--- src/rtl/alsu_if.sv ---
// Operand, control and result signals of the ALSU, grouped so the board-side driver
// and the unit share one bundle.
interface alsu_if;
    logic [2:0]  A;
    logic [2:0]  B;
    logic [2:0]  opcode;
    logic        cin;
    logic        serial_in;
    logic        direction;
    logic        red_op_A;
    logic        red_op_B;
    logic        bypass_A;
    logic        bypass_B;
    logic [5:0]  out;
    logic [15:0] leds;

    modport master (
        output A, B, opcode, cin, serial_in, direction,
        output red_op_A, red_op_B, bypass_A, bypass_B,
        input  out, leds
    );

    modport slave (
        input  A, B, opcode, cin, serial_in, direction,
        input  red_op_A, red_op_B, bypass_A, bypass_B,
        output out, leds
    );
endinterface

--- src/rtl/alsu_unit.sv ---
// Two-stage registered ALSU: inputs captured in stage 1, result and status LEDs
// computed from the captured values into stage 2.
module alsu_unit #(
    parameter string INPUT_PRIORITY = "A",
    parameter string FULL_ADDER     = "ON"
) (
    input logic   clk,
    input logic   rst,
    alsu_if.slave bus
);
    localparam bit PRIO_A  = (INPUT_PRIORITY == "A");
    localparam bit USE_CIN = (FULL_ADDER == "ON");

    logic [2:0]  r_a_p0;
    logic [2:0]  r_b_p0;
    logic [2:0]  r_opcode_p0;
    logic        r_cin_p0;
    logic        r_sin_p0;
    logic        r_dir_p0;
    logic        r_red_a_p0;
    logic        r_red_b_p0;
    logic        r_byp_a_p0;
    logic        r_byp_b_p0;
    logic [5:0]  r_out_p1;
    logic [15:0] r_leds_p1;

    logic        w_red_any;
    logic        w_invalid;
    logic        w_byp_pick_a;
    logic        w_red_pick_a;
    logic [5:0]  w_a_ext;
    logic [5:0]  w_b_ext;
    logic [5:0]  w_out_nxt;
    logic [15:0] w_leds_nxt;

    // Stage 1: capture every input
    always_ff @(posedge clk) begin
        if (rst) begin
            r_a_p0      <= '0;
            r_b_p0      <= '0;
            r_opcode_p0 <= '0;
            r_cin_p0    <= 1'b0;
            r_sin_p0    <= 1'b0;
            r_dir_p0    <= 1'b0;
            r_red_a_p0  <= 1'b0;
            r_red_b_p0  <= 1'b0;
            r_byp_a_p0  <= 1'b0;
            r_byp_b_p0  <= 1'b0;
        end else begin
            r_a_p0      <= bus.A;
            r_b_p0      <= bus.B;
            r_opcode_p0 <= bus.opcode;
            r_cin_p0    <= bus.cin;
            r_sin_p0    <= bus.serial_in;
            r_dir_p0    <= bus.direction;
            r_red_a_p0  <= bus.red_op_A;
            r_red_b_p0  <= bus.red_op_B;
            r_byp_a_p0  <= bus.bypass_A;
            r_byp_b_p0  <= bus.bypass_B;
        end
    end

    assign w_a_ext      = {3'b000, r_a_p0};
    assign w_b_ext      = {3'b000, r_b_p0};
    assign w_red_any    = r_red_a_p0 | r_red_b_p0;
    assign w_invalid    = (r_opcode_p0 == 3'd6) || (r_opcode_p0 == 3'd7) ||
                          (w_red_any && (r_opcode_p0 > 3'd1));
    // When both flags of a pair are set, the configured priority operand wins
    assign w_byp_pick_a = r_byp_a_p0 && (!r_byp_b_p0 || PRIO_A);
    assign w_red_pick_a = r_red_a_p0 && (!r_red_b_p0 || PRIO_A);

    always_comb begin
        w_out_nxt  = r_out_p1;
        w_leds_nxt = '0;
        if (r_byp_a_p0 || r_byp_b_p0) begin
            w_out_nxt = w_byp_pick_a ? w_a_ext : w_b_ext;
        end else if (w_invalid) begin
            w_out_nxt  = '0;
            w_leds_nxt = ~r_leds_p1;
        end else begin
            case (r_opcode_p0)
                3'd0: begin
                    if (w_red_any)
                        w_out_nxt = {5'b00000, (w_red_pick_a ? (&r_a_p0) : (&r_b_p0))};
                    else
                        w_out_nxt = w_a_ext & w_b_ext;
                end
                3'd1: begin
                    if (w_red_any)
                        w_out_nxt = {5'b00000, (w_red_pick_a ? (^r_a_p0) : (^r_b_p0))};
                    else
                        w_out_nxt = w_a_ext ^ w_b_ext;
                end
                3'd2: w_out_nxt = w_a_ext + w_b_ext + {5'b00000, (r_cin_p0 & USE_CIN)};
                3'd3: w_out_nxt = w_a_ext * w_b_ext;
                3'd4: w_out_nxt = r_dir_p0 ? {r_out_p1[4:0], r_sin_p0}
                                           : {r_sin_p0, r_out_p1[5:1]};
                3'd5: w_out_nxt = r_dir_p0 ? {r_out_p1[4:0], r_out_p1[5]}
                                           : {r_out_p1[0], r_out_p1[5:1]};
                default: w_out_nxt = '0;
            endcase
        end
    end

    // Stage 2: result and status registers
    always_ff @(posedge clk) begin
        if (rst) begin
            r_out_p1  <= '0;
            r_leds_p1 <= '0;
        end else begin
            r_out_p1  <= w_out_nxt;
            r_leds_p1 <= w_leds_nxt;
        end
    end

    assign bus.out  = r_out_p1;
    assign bus.leds = r_leds_p1;
endmodule

--- src/flat_wrapper.sv ---
// flat-port wrapper written by rule: the top's interface ports become plain ports
module alsu_unit_flat 
#(
    parameter string INPUT_PRIORITY = " ",
    parameter string FULL_ADDER     = "  "
)
  (clk, rst, bus_A, bus_B, bus_opcode, bus_cin, bus_serial_in, bus_direction, bus_red_op_A, bus_red_op_B, bus_bypass_A, bus_bypass_B, bus_out, bus_leds);
  alsu_if bus_i ();
  input logic clk;
  input logic rst;
  input wire logic [$bits(bus_i.A)-1:0] bus_A;
  input wire logic [$bits(bus_i.B)-1:0] bus_B;
  input wire logic [$bits(bus_i.opcode)-1:0] bus_opcode;
  input wire logic [$bits(bus_i.cin)-1:0] bus_cin;
  input wire logic [$bits(bus_i.serial_in)-1:0] bus_serial_in;
  input wire logic [$bits(bus_i.direction)-1:0] bus_direction;
  input wire logic [$bits(bus_i.red_op_A)-1:0] bus_red_op_A;
  input wire logic [$bits(bus_i.red_op_B)-1:0] bus_red_op_B;
  input wire logic [$bits(bus_i.bypass_A)-1:0] bus_bypass_A;
  input wire logic [$bits(bus_i.bypass_B)-1:0] bus_bypass_B;
  output wire logic [$bits(bus_i.out)-1:0] bus_out;
  output wire logic [$bits(bus_i.leds)-1:0] bus_leds;
  assign bus_i.A = bus_A;
  assign bus_i.B = bus_B;
  assign bus_i.opcode = bus_opcode;
  assign bus_i.cin = bus_cin;
  assign bus_i.serial_in = bus_serial_in;
  assign bus_i.direction = bus_direction;
  assign bus_i.red_op_A = bus_red_op_A;
  assign bus_i.red_op_B = bus_red_op_B;
  assign bus_i.bypass_A = bus_bypass_A;
  assign bus_i.bypass_B = bus_bypass_B;
  assign bus_out = bus_i.out;
  assign bus_leds = bus_i.leds;
  alsu_unit #(.INPUT_PRIORITY(INPUT_PRIORITY), .FULL_ADDER(FULL_ADDER)) u_core (.clk(clk), .rst(rst), .bus(bus_i));
endmodule
--- config.mk ---
export PLATFORM = sky130hd
export DESIGN_NAME = alsu_unit_flat
export DESIGN_NICKNAME = d
export VERILOG_FILES = /design/src/rtl/alsu_if.sv /design/src/rtl/alsu_unit.sv /design/src/flat_wrapper.sv
export SDC_FILE = /design/constraint.sdc
export NUM_CORES = 1
export LEC_CHECK = 0
export BUFFER_PORTS_ARGS = -buffer_cell sky130_fd_sc_hd__buf_4
export CORE_ASPECT_RATIO = 0.6
export CORE_MARGIN = 5
export CORE_UTILIZATION = 56
export DETAILED_ROUTE_END_ITERATION = 8
export MAX_ROUTING_LAYER = met4
export PLACE_DENSITY = 0.84
export SYNTH_ARGS = -nofsm -noshare
export SYNTH_HDL_FRONTEND = slang
export SYNTH_SLANG_ARGS = --single-unit
--- constraint.sdc ---
create_clock -name clk -period 4.7 [get_ports clk]
set_input_delay 0.705 -clock clk [delete_from_list [all_inputs] [get_ports clk]]
set_output_delay 0.705 -clock clk [all_outputs]
set_load 0.02 [all_outputs]
# ---- Yosys cells after proc, flatten, opt, wreduce, memory -nomap -nowiden
# Index checks and enable logic that the tools add are counted.
dict set report totals {
  regBits 37
  output_inout_bits 22
  in_bits 18
  wordCells 50
}
dict set report classes {
  add_sub_neg 1
  n_mux 10
  mul 1
  reduce_logical 14
  n_lt_le_gt_ge 1
  n_eq_ne 7
  bitwise 5
}
# cell count
set op_table {}
lappend op_table {{2-to-1 mux 6 bit} 6}
lappend op_table {{one-hot mux 6 bit (6 select lines)} 1}
lappend op_table {{NOT 16 bit} 1}
lappend op_table {{== test 3 bit, second input constant} 4}
lappend op_table {{== test 3 x 2 -> 1 bit, second input constant} 2}
lappend op_table {{multiplier 3 x 3 -> 6 bit} 1}
lappend op_table {{AND reduction 3 bit} 2}
lappend op_table {{parity 3 bit} 2}
lappend op_table {{adder 3 x 3 -> 4 bit} 1}
lappend op_table {{AND 3 bit} 1}
lappend op_table {{== test 3 x 1 -> 1 bit, second input constant} 1}
lappend op_table {{> comparator 3 x 1 -> 1 bit, second input constant} 1}
lappend op_table {{logical AND 1 bit} 3}
lappend op_table {{logical NOT 3 bit} 1}
lappend op_table {{logical OR 1 bit} 3}
lappend op_table {{2-to-1 mux 3 bit} 1}
lappend op_table {{OR reduction 3 bit} 1}
lappend op_table {{XOR 3 bit} 1}
lappend op_table {{logical NOT 1 bit} 2}
lappend op_table {{2-to-1 mux 1 bit} 2}
lappend op_table {{NOT 1 bit} 1}
lappend op_table {{OR 1 bit} 1}

# ---- Longest topological paths before layout
# Gate-level depths: netlist (run 1).
dict set report logic_depth {
  depth_word 7
  depth_mapped 9
  ltp_nobuf 9
}

# ---- Least setup slack after synthesis (run 1)
# Ideal clock, no wire load.
dict set report synth_timing {
  path_type {reg-to-reg}
  start {reg u_core.r_b_p0[1]}
  end {reg u_core.r_out_p1[3], in the netlist u_core.bus.out[3]}
  n_path_buf 0
  synth_period_minus_slack_ns 2.005
  t_required_ns 4.586
  t_arrival_ns 1.891
  slack_ns 2.695
  setup_ns 0.114
  path_stages_with_launch 10
  cell_sequence {dfxtp_1 ha_1 xnor2_1 ha_1 ha_1 fa_1 nand2_1 o21ai_0 a21oi_1 nor2_1}
}
dict set report synth_via {
  elab_chain_len 4
  word_cells_on_any_way 5
  classes_between {add/sub: 1; mul: 1; mux: 3}
}
# item line
set synth_rtl {}
lappend synth_rtl {{start: declaration} alsu_unit.sv:15} ;# logic [2:0] r_b_p0;
lappend synth_rtl {{start signal: assignment} alsu_unit.sv:51} ;# r_b_p0 <= bus.B;
lappend synth_rtl {{multiplier 3 x 3 -> 6 bit or adder 3 x 3 -> 4 bit (tied branches)} {alsu_unit.sv:95, alsu_unit.sv:94}}
lappend synth_rtl {{one-hot mux 6 bit (6 select lines) (*)} alsu_unit.sv:81} ;# case (r_opcode_p0)
lappend synth_rtl {{2-to-1 mux 6 bit (*)} alsu_unit.sv:77} ;# end else if (w_invalid) begin
lappend synth_rtl {{2-to-1 mux 6 bit (*)} alsu_unit.sv:75} ;# if (r_byp_a_p0 || r_byp_b_p0) begin
lappend synth_rtl {{end signal: assignment} alsu_unit.sv:111} ;# r_out_p1 <= w_out_nxt;
lappend synth_rtl {{end: declaration} alsu_unit.sv:24} ;# logic [5:0] r_out_p1;
# Mark *: on every way between the ends. The rest lies on a longest branch, timed or not.
# A chain may end at the register's enable or synchronous reset.

# ---- Worst setup path in the final report (run 1)
dict set report layout_timing {
  start {reg u_core.r_a_p0[1]}
  end {reg u_core.r_out_p1[3], in the netlist u_core.bus.out[3]}
}
dict set report layout_via {
  elab_chain_len 4
  word_cells_on_any_way 5
  classes_between {add/sub: 1; mul: 1; mux: 3}
}
# item line
set layout_rtl {}
lappend layout_rtl {{start: declaration} alsu_unit.sv:14} ;# logic [2:0] r_a_p0;
lappend layout_rtl {{start signal: assignment} alsu_unit.sv:50} ;# r_a_p0 <= bus.A;
lappend layout_rtl {{multiplier 3 x 3 -> 6 bit or adder 3 x 3 -> 4 bit (tied branches)} {alsu_unit.sv:95, alsu_unit.sv:94}}
lappend layout_rtl {{one-hot mux 6 bit (6 select lines) (*)} alsu_unit.sv:81}
lappend layout_rtl {{2-to-1 mux 6 bit (*)} alsu_unit.sv:77}
lappend layout_rtl {{2-to-1 mux 6 bit (*)} alsu_unit.sv:75}
# Marks and branches as above.

==> results of run 1 <==
[routing by layer]
layer | wire length, um | vias to the layer above
li1 | - | 658
met1 | 1700 | 617
met2 | 1810 | 71
met3 | 285 | 23
met4 | 152 | 0
met5 | 0 | -
[flip-flops by register name (all words and copies together), names as in the netlist]
signal	flops
u_core.r_a_p0	3
u_core.r_dir_p0	1
u_core.bus.leds	16
u_core.r_sin_p0	1
u_core.r_byp_a_p0	1
u_core.r_red_a_p0	1
u_core.r_byp_b_p0	1
u_core.r_b_p0	3
u_core.bus.out	6
u_core.r_opcode_p0	3
u_core.r_red_b_p0	1
[logic make-up after synthesis]
family          after synthesis  synth area share
compound gates               29             0.116
buf+inv                       9            0.0294
xor+xnor                      5            0.0264
simple gates                 68             0.204
flops                        37             0.446
fa+ha+maj                    15             0.121
mux                           9            0.0565
[power groups by stage]
stage	registers [mW]	clock network [mW]	logic, mW
6_report	0.346	0.330	0.0825
5_1_grt	0.348	0.349	0.0896
4_1_cts	0.345	0.333	0.0825
3_5_place_dp	0.352	0	0.0817
3_3_place_gp	0.351	0	0.0770
2_1_floorplan	0.353	0	0.0476
[worst paths after layout]
check                      start             endpoint  cells after the start
min reg2reg  u_core.bus.leds[11]  u_core.bus.leds[11]                      1
max             u_core.r_a_p0[1]    u_core.bus.out[3]                      9
min          u_core.bus.leds[11]  u_core.bus.leds[11]                      1
max reg2reg     u_core.r_a_p0[1]    u_core.bus.out[3]                      9
[worst max-delay path, stage by stage (launching register included)]
cell and delay, ns:
dfxtp_1 0.46, ha_1 0.26, xnor2_1 0.15, ha_1 0.26, ha_1 0.23, fa_1 0.45
nand2_1 0.07, o21ai_0 0.09, a21oi_1 0.18, nor2_1 0.05
[layout make-up]
type | instances | area, sq um
Multi-Input combinational cell | 126 | 871
Fill cell | 220 | 754
Sequential cell | 37 | 741
Timing Repair Buffer | 38 | 285
Clock buffer | 5 | 68.8
Clock inverter | 3 | 68.8
Tap cell | 42 | 52.6
Inverter | 3 | 11.3
[layout by cell type (no fill, tap or decap), types with 3 or more instances in the layout]
master and n:
nor2b_1 16, a21oi_1 10, clkbuf_8 5, mux2_2 3
nor2_1 28, buf_4 38, and2_1 5, xnor2_1 4
dfxtp_1 37, o21ai_0 4, mux2i_1 6, inv_1 3
nand2_1 10, ha_1 12
[synth_stat cells (all sizes together), types with 3 or more instances]
master  instances
dfxtp          37
mux2            3
ha             12
mux2i           6
o22ai           3
nor2           28
buf             4
a21oi          10
xnor2           4
nor2b          16
and2            5
inv             3
nand2          11
o21ai           4
[metrics by stage]
step	worst slack (ns)	cell area, sq um	std cells	util	hold slack [ns]
6_report	2.40	2100	254	0.736	0.413
5_1_grt	2.32	2100	254	0.736	0.432
4_1_cts	2.41	2100	254	0.736	0.417
3_5_place_dp	2.42	1960	246	0.687	0.406
3_3_place_gp	2.50	1960	246	0.687	0.400
2_1_floorplan	2.70	1660	172	-	0.493
==> metrics.md, run 1 <==
| Metric | Value |
|---|---|
| Post-synthesis cell area | `1660 sq um` |
| Clk Latency, worst-skew pair | `0.29 ns` |
| Status | `complete, no violations` |
| Depth of the CTS H-tree | `2` |
| Min-Delay Path Class | `flop to flop` |
| Tmin final | `2.30 ns` |
| Worst-path fanout max | `7` |
| RSZ-0062 raised after global routing | `no` |
| Crit path launch type | `flop` |
| Fin crit share | `0.489` |
| Clock Tree Root | `clkbuf_8` |
| Total GRT Usage | `0.209` |
| Hold violation total from the final report | `0` |
| Mapped Cells | `172` |
| R2R Setup Slk | `2.40 ns` |
| Syn avg cell area | `9.65 sq um` |
| Total power | `0.758 mW` |
| Via/cell ratio | `5.39` |
| Rows | `15` |
| Ys flop type | `dfxtp_1` |
| Num ports | `40` |
| Grt met2 use | `0.309` |
| CTS clk-pin slew, worst paths | `0.08 ns` |
| Starting DRT DRC Count | `74` |
| Sequential area share after synthesis | `0.446` |
| CTS sink count | `37` |
| Vias in the first global route | `1,328` |
| Top Usage Layer GRT | `met2` |
| Vias | `1,369` |
| Setup Skew | `0.00481 ns` |
| Maximum root-to-sink buffer count | `2` |
| Final setup TNS | `0 ns` |
| Die area | `4190 sq um` |
| Largest net degree at the start of global routing | `20` |
| Die Span Y | `52.2 um` |
| Internal | `0.583 mW` |
| Initial core utilization | `0.582` |
| CP Data Arrival Time | `2.49 ns` |
| RD Place Congestion | `0.864` |
| Clock Power Share | `0.435` |
| Crit path kind | `flop to flop` |
| Slew headroom | `0.624` |
| Switching share of power | `0.231` |
| Leakage | `0.984 nW` |
| Met1 Track Usage GR | `0.257` |
| Fmax | `435 MHz` |
| Detailed Place HPWL | `3020 um` |
| NetSw | `0.175 mW` |
| Post-synth EDFFs | `0` |
| DIE WIDTH | `80.3 um` |
| Num CTS Buffers | `5` |
| Grt ovf | `0` |
| DR DRC count | `0` |
| Initial antenna violation count | `0` |
| Max cap viols | `0` |
| # port buffers | `38` |
| Synth area leader | `dfxtp_1` |
| Final WL | `3940 um` |
| Final nets | `243` |
| Drt wl/cell | `15.5 um` |
| Share of the synthesized area in the top cell type | `0.446` |
| P&R area growth vs syn | `26.4%` |
| Routed Antenna Nets | `0` |
| Comb power frac | `0.109` |
| Sequential share of power | `0.456` |
| Area contributors post-synth | `dfxtp_1 45%, ha_1 9.0%, nor2_1 6.3%, nor2b_1 6.0%, mux2i_1 3.6%` |
| CP Data Required Time | `4.89 ns` |
| Syn_nets | `204` |
| Setup violators final | `0` |
| GR Util met3 | `0.0636` |
| Least-Margin Pin Slew | `0.564 ns` |
| Setup crit end kind | `flop` |
| #FFs+latches synth | `37` |
| Fin. max-slew vios | `0` |
| Power Dens Cells | `361 nW/um^2` |
| CTS tree | `built` |
| CTS Hold Bufs | `0` |
| Layout cell share with drive strength beyond 1 | `0.264` |
| Antenna Cells | `0` |
| Distinct cells, synth | `38` |
| Detailed Routing Iterations Pass 1 | `4` |
| Core Region | `2850 sq um` |
| Ys Warns | `0` |
| Post-CTS Resized | `0` |
| First-pass GRT wire length | `6300 um` |
| Max VDD drop | `332 uV` |
| Number of setup buffers added after CTS | `0` |
| Post-synth ARST share | `0` |
Power figures use the tool's default switching activity.
==> run 2: changes to the inputs <==
- CORE_UTILIZATION: 56 -> 52
- PLACE_DENSITY: 0.84 -> 0.79
- clock period: 4.7 -> 2.35 ns (I/O delays scaled with it)
==> run 2 against run 1 <==
Against the previous run: via count down 2.0%; sequential share of layout area down 0.22 points; first-iteration DRC count up 38%; fmax up 6.7%; flip-flop and latch count unchanged; core utilization down 2.1 points; clock skew up 0.0028 ns; sequential power up 99%; cell count up 0.79%; setup slack worse by 2.2 ns; worst hold slack worse by 0.15 ns; global-route usage down 2.9 points; critical path type unchanged; highest routed layer unchanged.
==> metrics.md, run 2 (same netlist as run 1, synthesis figures left out) <==
| Metric | Value |
|---|---|
| P&R area growth vs syn | `27.6%` |
| Min-Delay Path Class | `input pin to flop` |
| Initial antenna violation count | `0` |
| Fin crit share | `0.917` |
| Total GRT Usage | `0.180` |
| Least-Margin Pin Slew | `0.570 ns` |
| R2R Setup Slk | `0.20 ns` |
| Post-Place Setup Slack | `0.0955 ns` |
| CTS Hold Bufs | `0` |
| Starting DRT DRC Count | `102` |
| Largest net degree at the start of global routing | `20` |
| Clock Tree Root | `clkbuf_8` |
| First-pass GRT wire length | `5990 um` |
| Fin util | `0.714` |
| Routed Antenna Nets | `0` |
| Setup crit end kind | `flop` |
| Crit path launch type | `flop` |
| Number of setup buffers added after CTS | `0` |
| Slew headroom | `0.620` |
| Via/cell ratio | `5.24` |
| Hold WS | `0.266 ns` |
| Fmax | `464 MHz` |
| Post-Layout Cell Count | `256` |
| Dpl cells | `248` |
| Vias | `1,341` |
| Hold violation total from the final report | `0` |
| CTS clk-pin slew, worst paths | `0.08 ns` |
| Max VDD drop | `442 uV` |
| Layout cell share with drive strength beyond 1 | `0.285` |
| Crit path kind | `flop to flop` |
| Final setup margin | `0.195 ns` |
| Rows | `15` |
| Final nets | `245` |
| CTS tree | `built` |
| Detailed Place HPWL | `2790 um` |
| # port buffers | `38` |
| Final setup TNS | `0 ns` |
| Post-CTS Resized | `0` |
| Initial core utilization | `0.560` |
| Post-DP Area | `1980 sq um` |
| Tmin final | `2.15 ns` |
| Die Span Y | `53.8 um` |
| Maximum root-to-sink buffer count | `2` |
| Num ports | `40` |
| CTS sink count | `37` |
| Antenna Cells | `0` |
| Grt ovf | `0` |
| CP Data Arrival Time | `2.34 ns` |
| Max cap viols | `0` |
| Leakage | `0.993 nW` |
| Total power | `1.51 mW` |
| Setup violators final | `0` |
| Max reg flops | `16` |
| RD Place Congestion | `0.812` |
| Design area | `2120 sq um` |
| Clk Latency, worst-skew pair | `0.29 ns` |
| DR DRC count | `0` |
| Core Region | `2970 sq um` |
| Depth of the CTS H-tree | `2` |
| Setup Skew | `0.00756 ns` |
| Die area | `4460 sq um` |
| Fin. max-slew vios | `0` |
| Most common cell after layout, fill and taps aside | `buf_4` |
| Worst-path fanout max | `7` |
| DIE WIDTH | `83.0 um` |
| Detailed Routing Iterations Pass 1 | `4` |
| Vias in the first global route | `1,329` |
| CP Data Required Time | `2.54 ns` |
| Power Dens Cells | `714 nW/um^2` |
| Most frequent cells in the layout | `40 x buf_4, 35 x dfxtp_1, 28 x nor2_1` |
| Drt wl/cell | `14.1 um` |
| Num CTS Buffers | `5` |
| Status | `complete, no violations` |
| Final WL | `3620 um` |
| RSZ-0062 raised after global routing | `no` |
==> run 2: cell types whose count changed in the layout (fill, tap and decap cells not counted) <==
cell     change
buf_4        +2
dfxtp_1      -2
dfxtp_2      +2
ha_1         -1
ha_2         +1
==> run 2: area by class of cell <==
cell class              instances  area [sq um]
inverters                       3          11.3
multi-input cells             126           873
well taps                      42          52.6
flip-flops and latches         37           743
fillers                       223           847
clock buffers                   5          68.8
repair buffers                 40           300
clock inverters                 3          68.8
==> run 2: final timing paths <==
kind	start	to	cells past startpoint
worst max-delay path	u_core.r_b_p0[1]	u_core.bus.out[3]	9
worst min-delay path	bus_opcode[2]	u_core.r_opcode_p0[2]	2
worst max register to register	u_core.r_b_p0[1]	u_core.bus.out[3]	9
worst min register to register	u_core.bus.leds[11]	u_core.bus.leds[11]	1
==> run 2: metal layers <==
metal	GRT usage	wire length [um]	up-vias
met2	0.281	1640	45
li1	-	-	665
met1	0.217	1690	627
met4	0.0625	36	0
met3	0.0688	250	4
met5	-	0	-
==> run 2: where the power goes <==
group / total, mW / leakage (nW) / internal [mW] / switching [mW]
clock: 0.656 / 0.0687 / 0.427 / 0.229
combinational: 0.168 / 0.620 / 0.0872 / 0.0812
sequential: 0.688 / 0.304 / 0.655 / 0.0328
==> run 2: critical path: stages, from the launching register on <==
cell and delay [ns]:
dfxtp_2 0.40, ha_2 0.23, xnor2_1 0.13, ha_1 0.25
ha_1 0.23, fa_1 0.45, nand2_1 0.07, o21ai_0 0.10
a21oi_1 0.15, nor2_1 0.05
